`config.mk`:
```
export PLATFORM = sky130hd
export DESIGN_NAME = id_stage_pipe
export DESIGN_NICKNAME = d
export VERILOG_FILES = /design/src/rtl/id_stage_pipe.sv
export SDC_FILE = /design/constraint.sdc
export NUM_CORES = 1
export LEC_CHECK = 0
export ABC_AREA = 1
export BUFFER_PORTS_ARGS = -buffer_cell sky130_fd_sc_hd__clkbuf_2
export CAP_MARGIN = 10
export CELL_PAD_IN_SITES_DETAIL_PLACEMENT = 1
export CELL_PAD_IN_SITES_GLOBAL_PLACEMENT = 1
export CORE_ASPECT_RATIO = 1.1
export CORE_UTILIZATION = 28
export DETAILED_ROUTE_END_ITERATION = 10
export PLACE_DENSITY_LB_ADDON = 0.1
export SLEW_MARGIN = 20
export SYNTH_ARGS = -nofsm -noshare
export SYNTH_HDL_FRONTEND = slang
export SYNTH_SLANG_ARGS = --single-unit
```
`constraint.sdc`:
```
create_clock -name clk -period 6 [get_ports clk]
set_input_delay 1.2 -clock clk [delete_from_list [all_inputs] [get_ports clk]]
set_output_delay 1.2 -clock clk [all_outputs]
set_load 0.01 [all_outputs]
```
`src/rtl/id_stage_pipe.sv`:
```
// RV32I decode stage: IF->ID valid/ready intake, operand forwarding, load-use interlock,
// branch/jump resolution with wrong-path squash, and a registered valid/ready output to EX.
module id_stage_pipe #(
  parameter int unsigned ADDR_W     = 17,
  parameter int unsigned NFWD       = 2,
  parameter int unsigned KILL_SLOTS = 1
) (
  input  logic                 clk,
  input  logic                 rst,
  input  logic                 rdy,
  input  logic                 flush,
  input  logic                 in_valid,
  output logic                 in_ready,
  input  logic [ADDR_W-1:0]    in_pc,
  input  logic [31:0]          in_inst,
  output logic [4:0]           raddr1,
  output logic [4:0]           raddr2,
  input  logic [31:0]          rdata1,
  input  logic [31:0]          rdata2,
  input  logic [NFWD-1:0]      fwd_we,
  input  logic [5*NFWD-1:0]    fwd_waddr,
  input  logic [32*NFWD-1:0]   fwd_wdata,
  input  logic [NFWD-1:0]      fwd_pend,
  output logic                 out_valid,
  input  logic                 out_ready,
  output logic [ADDR_W-1:0]    out_pc,
  output logic [2:0]           out_alusel,
  output logic                 out_funct,
  output logic [31:0]          out_data1,
  output logic [31:0]          out_data2,
  output logic [31:0]          out_extra,
  output logic                 out_we,
  output logic [4:0]           out_waddr,
  output logic                 out_ma_we,
  output logic                 out_ma_re,
  output logic [2:0]           out_ma_width,
  output logic                 out_illegal,
  output logic                 redir_valid,
  output logic [ADDR_W-1:0]    redir_pc
);

  localparam int unsigned CNT_W = 3;
  localparam logic [6:0] OPC_LUI    = 7'b0110111;
  localparam logic [6:0] OPC_AUIPC  = 7'b0010111;
  localparam logic [6:0] OPC_JAL    = 7'b1101111;
  localparam logic [6:0] OPC_JALR   = 7'b1100111;
  localparam logic [6:0] OPC_BRANCH = 7'b1100011;
  localparam logic [6:0] OPC_LOAD   = 7'b0000011;
  localparam logic [6:0] OPC_STORE  = 7'b0100011;
  localparam logic [6:0] OPC_OPIMM  = 7'b0010011;
  localparam logic [6:0] OPC_OP     = 7'b0110011;

  typedef enum logic [1:0] {S_RUN, S_STALL, S_KILL} state_t;

  state_t             state, state_n;
  logic [CNT_W-1:0]   cnt, cnt_n;
  logic               redir_q;
  logic               adv, haz, acc, issue;

  logic [6:0]  opc;
  logic [4:0]  rd, rs1, rs2;
  logic [2:0]  f3;
  logic [31:0] imm_i, imm_s, imm_b, imm_u, imm_j, pc_ext;

  assign opc    = in_inst[6:0];
  assign rd     = in_inst[11:7];
  assign f3     = in_inst[14:12];
  assign rs1    = in_inst[19:15];
  assign rs2    = in_inst[24:20];
  assign imm_i  = {{20{in_inst[31]}}, in_inst[31:20]};
  assign imm_s  = {{20{in_inst[31]}}, in_inst[31:25], in_inst[11:7]};
  assign imm_b  = {{19{in_inst[31]}}, in_inst[31], in_inst[7], in_inst[30:25], in_inst[11:8], 1'b0};
  assign imm_u  = {in_inst[31:12], 12'd0};
  assign imm_j  = {{11{in_inst[31]}}, in_inst[31], in_inst[19:12], in_inst[20], in_inst[30:21], 1'b0};
  assign pc_ext = 32'(in_pc);
  assign raddr1 = rs1;
  assign raddr2 = rs2;

  // Source usage per opcode
  logic re1, re2;
  always_comb begin
    re1 = 1'b0;
    re2 = 1'b0;
    case (opc)
      OPC_JALR, OPC_LOAD, OPC_OPIMM: re1 = 1'b1;
      OPC_BRANCH, OPC_STORE, OPC_OP: begin re1 = 1'b1; re2 = 1'b1; end
      default: ;
    endcase
  end

  // Forwarding: descending scan so the lowest-index match overrides; its pend bit decides the hazard
  logic [31:0] src1, src2;
  logic        pend1, pend2;
  always_comb begin
    src1  = rdata1;
    src2  = rdata2;
    pend1 = 1'b0;
    pend2 = 1'b0;
    for (int i = int'(NFWD) - 1; i >= 0; i--) begin
      if (fwd_we[i] && fwd_waddr[5*i +: 5] != 5'd0 && fwd_waddr[5*i +: 5] == rs1) begin
        src1  = fwd_wdata[32*i +: 32];
        pend1 = fwd_pend[i];
      end
      if (fwd_we[i] && fwd_waddr[5*i +: 5] != 5'd0 && fwd_waddr[5*i +: 5] == rs2) begin
        src2  = fwd_wdata[32*i +: 32];
        pend2 = fwd_pend[i];
      end
    end
    if (rs1 == 5'd0) src1 = 32'd0;
    if (rs2 == 5'd0) src2 = 32'd0;
  end

  assign adv      = ~out_valid | out_ready;
  assign haz      = (re1 & pend1) | (re2 & pend2);
  assign in_ready = ~rst & rdy & adv & ~haz;
  assign acc      = in_valid & in_ready;

  // Decode of the presented beat
  logic [2:0]        d_alusel, d_width;
  logic              d_funct, d_we, d_ma_we, d_ma_re, d_illegal, taken, cond;
  logic [31:0]       d_data1, d_data2, d_extra;
  logic [ADDR_W-1:0] target;
  always_comb begin
    d_alusel  = 3'd0;
    d_funct   = 1'b0;
    d_data1   = src1;
    d_data2   = src2;
    d_extra   = 32'd0;
    d_we      = 1'b1;
    d_ma_we   = 1'b0;
    d_ma_re   = 1'b0;
    d_width   = 3'd0;
    d_illegal = 1'b0;
    taken     = 1'b0;
    target    = in_pc + ADDR_W'(imm_b);
    case (f3)
      3'b000:  cond = (src1 == src2);
      3'b001:  cond = (src1 != src2);
      3'b100:  cond = ($signed(src1) <  $signed(src2));
      3'b101:  cond = ($signed(src1) >= $signed(src2));
      3'b110:  cond = (src1 <  src2);
      3'b111:  cond = (src1 >= src2);
      default: cond = 1'b0;
    endcase
    case (opc)
      OPC_LUI:   begin d_data1 = 32'd0; d_data2 = imm_u; end
      OPC_AUIPC: begin d_data1 = imm_u; d_data2 = pc_ext; end
      OPC_OPIMM: begin
        d_alusel = f3;
        if (f3 == 3'b001 || f3 == 3'b101) d_data2 = 32'(in_inst[24:20]);
        else                              d_data2 = imm_i;
        d_funct = (f3 == 3'b101) & in_inst[30];
      end
      OPC_OP:    begin d_alusel = f3; d_funct = in_inst[30]; end
      OPC_LOAD:  begin d_ma_re = 1'b1; d_width = f3; d_data2 = imm_i; end
      OPC_STORE: begin
        d_we = 1'b0; d_ma_we = 1'b1; d_width = f3; d_data2 = imm_s; d_extra = src2;
      end
      OPC_BRANCH: begin d_we = 1'b0; taken = cond; end
      OPC_JAL: begin
        d_data1 = 32'd0; d_data2 = pc_ext + 32'd4;
        taken   = 1'b1;  target  = in_pc + ADDR_W'(imm_j);
      end
      OPC_JALR: begin
        d_data1 = 32'd0; d_data2 = pc_ext + 32'd4;
        taken   = 1'b1;  target  = ADDR_W'(src1 + imm_i) & ~ADDR_W'(1);
      end
      default: begin d_illegal = 1'b1; d_we = 1'b0; end
    endcase
  end

  always_ff @(posedge clk) begin
    if (rst) begin
      state <= S_RUN;
      cnt   <= '0;
    end else begin
      state <= state_n;
      cnt   <= cnt_n;
    end
  end

  // Next state; issue marks an accepted beat that is forwarded to EX rather than squashed
  always_comb begin
    state_n = state;
    cnt_n   = cnt;
    issue   = 1'b0;
    if (flush) begin
      state_n = S_RUN;
      cnt_n   = '0;
    end else if (rdy) begin
      case (state)
        S_KILL: begin
          if (acc) begin
            cnt_n = cnt - CNT_W'(1);
            if (cnt <= CNT_W'(1)) state_n = S_RUN;
          end
        end
        default: begin
          if (acc) begin
            issue = 1'b1;
            if (taken && KILL_SLOTS != 0) begin
              state_n = S_KILL;
              cnt_n   = CNT_W'(KILL_SLOTS);
            end else begin
              state_n = S_RUN;
            end
          end else if (haz && in_valid && adv) begin
            state_n = S_STALL;
          end else if (!haz) begin
            state_n = S_RUN;
          end
        end
      endcase
    end
  end

  always_ff @(posedge clk) begin
    if (rst) begin
      out_valid    <= 1'b0;
      out_pc       <= '0;
      out_alusel   <= '0;
      out_funct    <= 1'b0;
      out_data1    <= '0;
      out_data2    <= '0;
      out_extra    <= '0;
      out_we       <= 1'b0;
      out_waddr    <= '0;
      out_ma_we    <= 1'b0;
      out_ma_re    <= 1'b0;
      out_ma_width <= '0;
      out_illegal  <= 1'b0;
      redir_q      <= 1'b0;
      redir_pc     <= '0;
    end else if (flush) begin
      out_valid <= 1'b0;
      redir_q   <= 1'b0;
    end else if (rdy) begin
      redir_q <= issue & taken;
      if (adv) out_valid <= issue;
      if (issue) begin
        out_pc       <= in_pc;
        out_alusel   <= d_alusel;
        out_funct    <= d_funct;
        out_data1    <= d_data1;
        out_data2    <= d_data2;
        out_extra    <= d_extra;
        out_we       <= d_we & (rd != 5'd0);
        out_waddr    <= rd;
        out_ma_we    <= d_ma_we;
        out_ma_re    <= d_ma_re;
        out_ma_width <= d_width;
        out_illegal  <= d_illegal;
        redir_pc     <= target;
      end
    end
  end

  // A frozen stage must not present a redirect
  assign redir_valid = redir_q & rdy;

endmodule
```
==> results_dict.tcl <==
set metrics [dict create \
    antenna_found_initial 6 \
    clockPowerShare_pct 38.0 \
    slowest_delay_ps 560 \
    setup_viol 0 \
    hp-class "reg2reg" \
    drc 0 \
    synth_area_leader_cell "dfxtp_1" \
    crit_arrival_ps 5410 \
    cts.sinks 153 \
    io_pins 356 \
    start_util_pct 28.40 \
    routed_wl_um 60750 \
    core_area_um2 40170 \
    cts_tree "yes" \
    die_area_um2 41570 \
    report.final.hold_viol_count 0 \
    die_h_um 213.7 \
    hpwl_um 48940 \
    yosysUniqueCellTypes 45 \
    p_total_mw 2.893 \
    rsz0062_at_grt "false" \
    rows 77 \
    first_iter_violations 652 \
    synth_warnings 0 \
    h-tree-depth 4 \
    leakagePower_nw 6.978 \
    grt_pass1_wl_um 88420 \
    via_per_inst 5.204 \
    startpoint_type "primary input" \
    worst_r2r_path_depth 12 \
    tightest_slew_ps 876.3 \
    clockRootBuffer "clkbuf_16" \
    final_cells 2672 \
    post_cts_resized 0 \
    vias 13900 \
    ys_seq_area_share_pct 26.84 \
    cts.reportedPaths.clkPinSlew_ps 70 \
    netlist_area_um2 11410 \
    syn-num-nets 2095 \
    slew_viol_final 0 \
    crit_fanout 19 \
    irDropWorstVdd_mv 0.1801 \
    drt_pass1_iterations 5 \
    clock_skew_ps 14.20 \
    area_growth_pct 25.14 \
    final_net_count 2409 \
    p_switching_mw 1.014 \
    wire_per_inst_um 22.73 \
    status "finished clean" \
    fin_tns_setup_ps 0 \
    period_share_pct 83.89 \
    yosysMostFrequentCell "nand2_1" \
    crit_path_frequent_cell "nand2_1" \
    period_minus_slack_ps 5033 \
    intPower_mw 1.879 \
    synth_cells 1831 \
    synth_area_leaders "dfxtp_1, o21ai_0, nand2_1" \
    ys_ff_latch 153 \
    worst_ep_required_time_ps 6380 \
    cp-end-kind "register" \
    seq_power_share_pct 36.4 \
    cts.path.max_buffers 2 \
    dominantRegCellSynth "dfxtp_1" \
    synth_edf_count 0 \
    place_congestion 0.9187 \
    synthTopCellsByCount "nand2_1, o21ai_0, inv_1, a21oi_1, nor2_1" \
    holdPathStages 2 \
    die_w_um 194.5 \
    cts_hold_buf 0 \
    async_flop_share_pct 0 \
    max_freq_mhz 198.7 \
    drtAntennaViolNets 0 \
    yosysTopAreaCellShare_pct 26.84 \
    slew-limit-headroom_pct 41.58 \
    combPwrFrac_pct 25.6 \
    dp_cells 2639 \
    overflow 0 \
    max-cap-violations 0 \
    clock_latency_ps 450 \
    grt_max_degree 115 \
    netSwitchingFraction_pct 35.06 \
    criticalPathCategory "in2reg" \
    cpMaxStageDelayCell "o21ai_0" \
    cts_buffers 17 \
    io_buffers 355 \
    grt_util_all_layers_pct 28.88 \
    grt_pass1_vias 13920 \
    drive_gt1_share_pct 21.05 \
    post_cts_buffers 0 \
    powerDensity_nw_per_um2 202.6 \
    synth_area_per_cell_um2 6.232 \
]
-- worst paths after layout --
path	start	endpoint	slack [ps]
setup / recovery	in_inst[17]	cnt[1]	970
setup reg to reg	out_valid	out_extra[11]	3520
hold / removal	out_extra[12]	out_extra[12]	460
hold reg to reg	out_extra[12]	out_extra[12]	460
-- routing by layer --
metal / global-route usage (%) / vias up / routed length, um / share of wire [%]
met5: 0 / - / 27 / 0.044
met4: 12.81 / 4 / 2391 / 3.9
met3: 6.511 / 94 / 3755 / 6.2
met2: 47.63 / 465 / 27720 / 46
met1: 36.06 / 6629 / 26850 / 44
li1: - / 6712 / - / -
-- cell type report --
| cell class | count | area (um2) |
|---|---|---|
| well taps | 513 | 641.9 |
| repair buffers | 398 | 2137 |
| fillers | 5401 | 25890 |
| clock buffers | 18 | 439.2 |
| diodes | 2 | 5.005 |
| clock inverters | 13 | 133.9 |
| multi-input cells | 1333 | 6947 |
| inverters | 242 | 913.4 |
| flip-flops and latches | 153 | 3063 |
-- state kept, by name, indices dropped and copies added, names as in the netlist --
name / cells
out_ma_we: 1
out_extra: 32
redir_pc: 17
out_waddr: 5
out_data2: 32
cnt: 3
out_illegal: 1
out_alusel: 3
out_funct: 1
out_ma_width: 3
redir_q: 1
out_pc: 17
out_we: 1
out_data1: 32
state: 2
out_ma_re: 1
out_valid: 1
-- layout by cell type, fill, tap and decap left out, types with 9 or more instances in the layout --
cell	count
a21oi_1	168
buf_4	40
clkbuf_16	17
clkbuf_2	355
dfxtp_1	153
ha_1	65
inv_1	233
nand2_1	340
nand3_1	94
nand4_1	13
nor2_1	168
nor3_1	15
o211ai_1	10
o21ai_0	325
o21bai_1	17
o22ai_1	26
or2_2	9
xnor2_1	9
xor2_1	17
-- worst max-delay path: cells and delay by family --
kind            cells  cell delay (ps)
compound gates      4              840
fa+ha+maj           1              300
buf+inv             6              730
simple gates       18             2300
-- kinds of logic (layout without fill, tap and decap cells) --
family | count (synthesis) | in the layout | share of synthesized area [%]
xor gates and xnor gates | 26 | 26 | 1.996
other | 0 | 2 | 0
AOI/OAI and AO/OA | 583 | 583 | 27.40
and+or+nand+nor | 657 | 657 | 23.96
DFF | 153 | 153 | 26.84
adders and majority gates | 67 | 67 | 7.478
buffers and inverters | 345 | 671 | 12.32
-- metrics by stage --
| stage | setup WS, ps | utilization, % | hold WS, ps | instance area, um2 |
|---|---|---|---|---|
| floorplan | 1740 | - | 439.6 | 11410 |
| global placement | 712.7 | 34.11 | 453.3 | 13700 |
| detailed placement | 531.3 | 34.11 | 455.2 | 13700 |
| CTS | 996.4 | 35.53 | 466.2 | 14270 |
| global route | 541.6 | 35.54 | 482.3 | 14280 |
| finish | 966.6 | 35.54 | 464.8 | 14280 |
-- power groups by stage --
stage	logic [mW]	registers, mW	clock network, mW
after detailed placement	0.732	1.08	0
final	0.741	1.05	1.10
after floorplan	0.389	1.08	0
after CTS	0.735	1.05	1.13
after global placement	0.724	1.08	0
after global routing	0.816	1.06	1.17
Note: power is estimated with default switching activity, not from simulation.
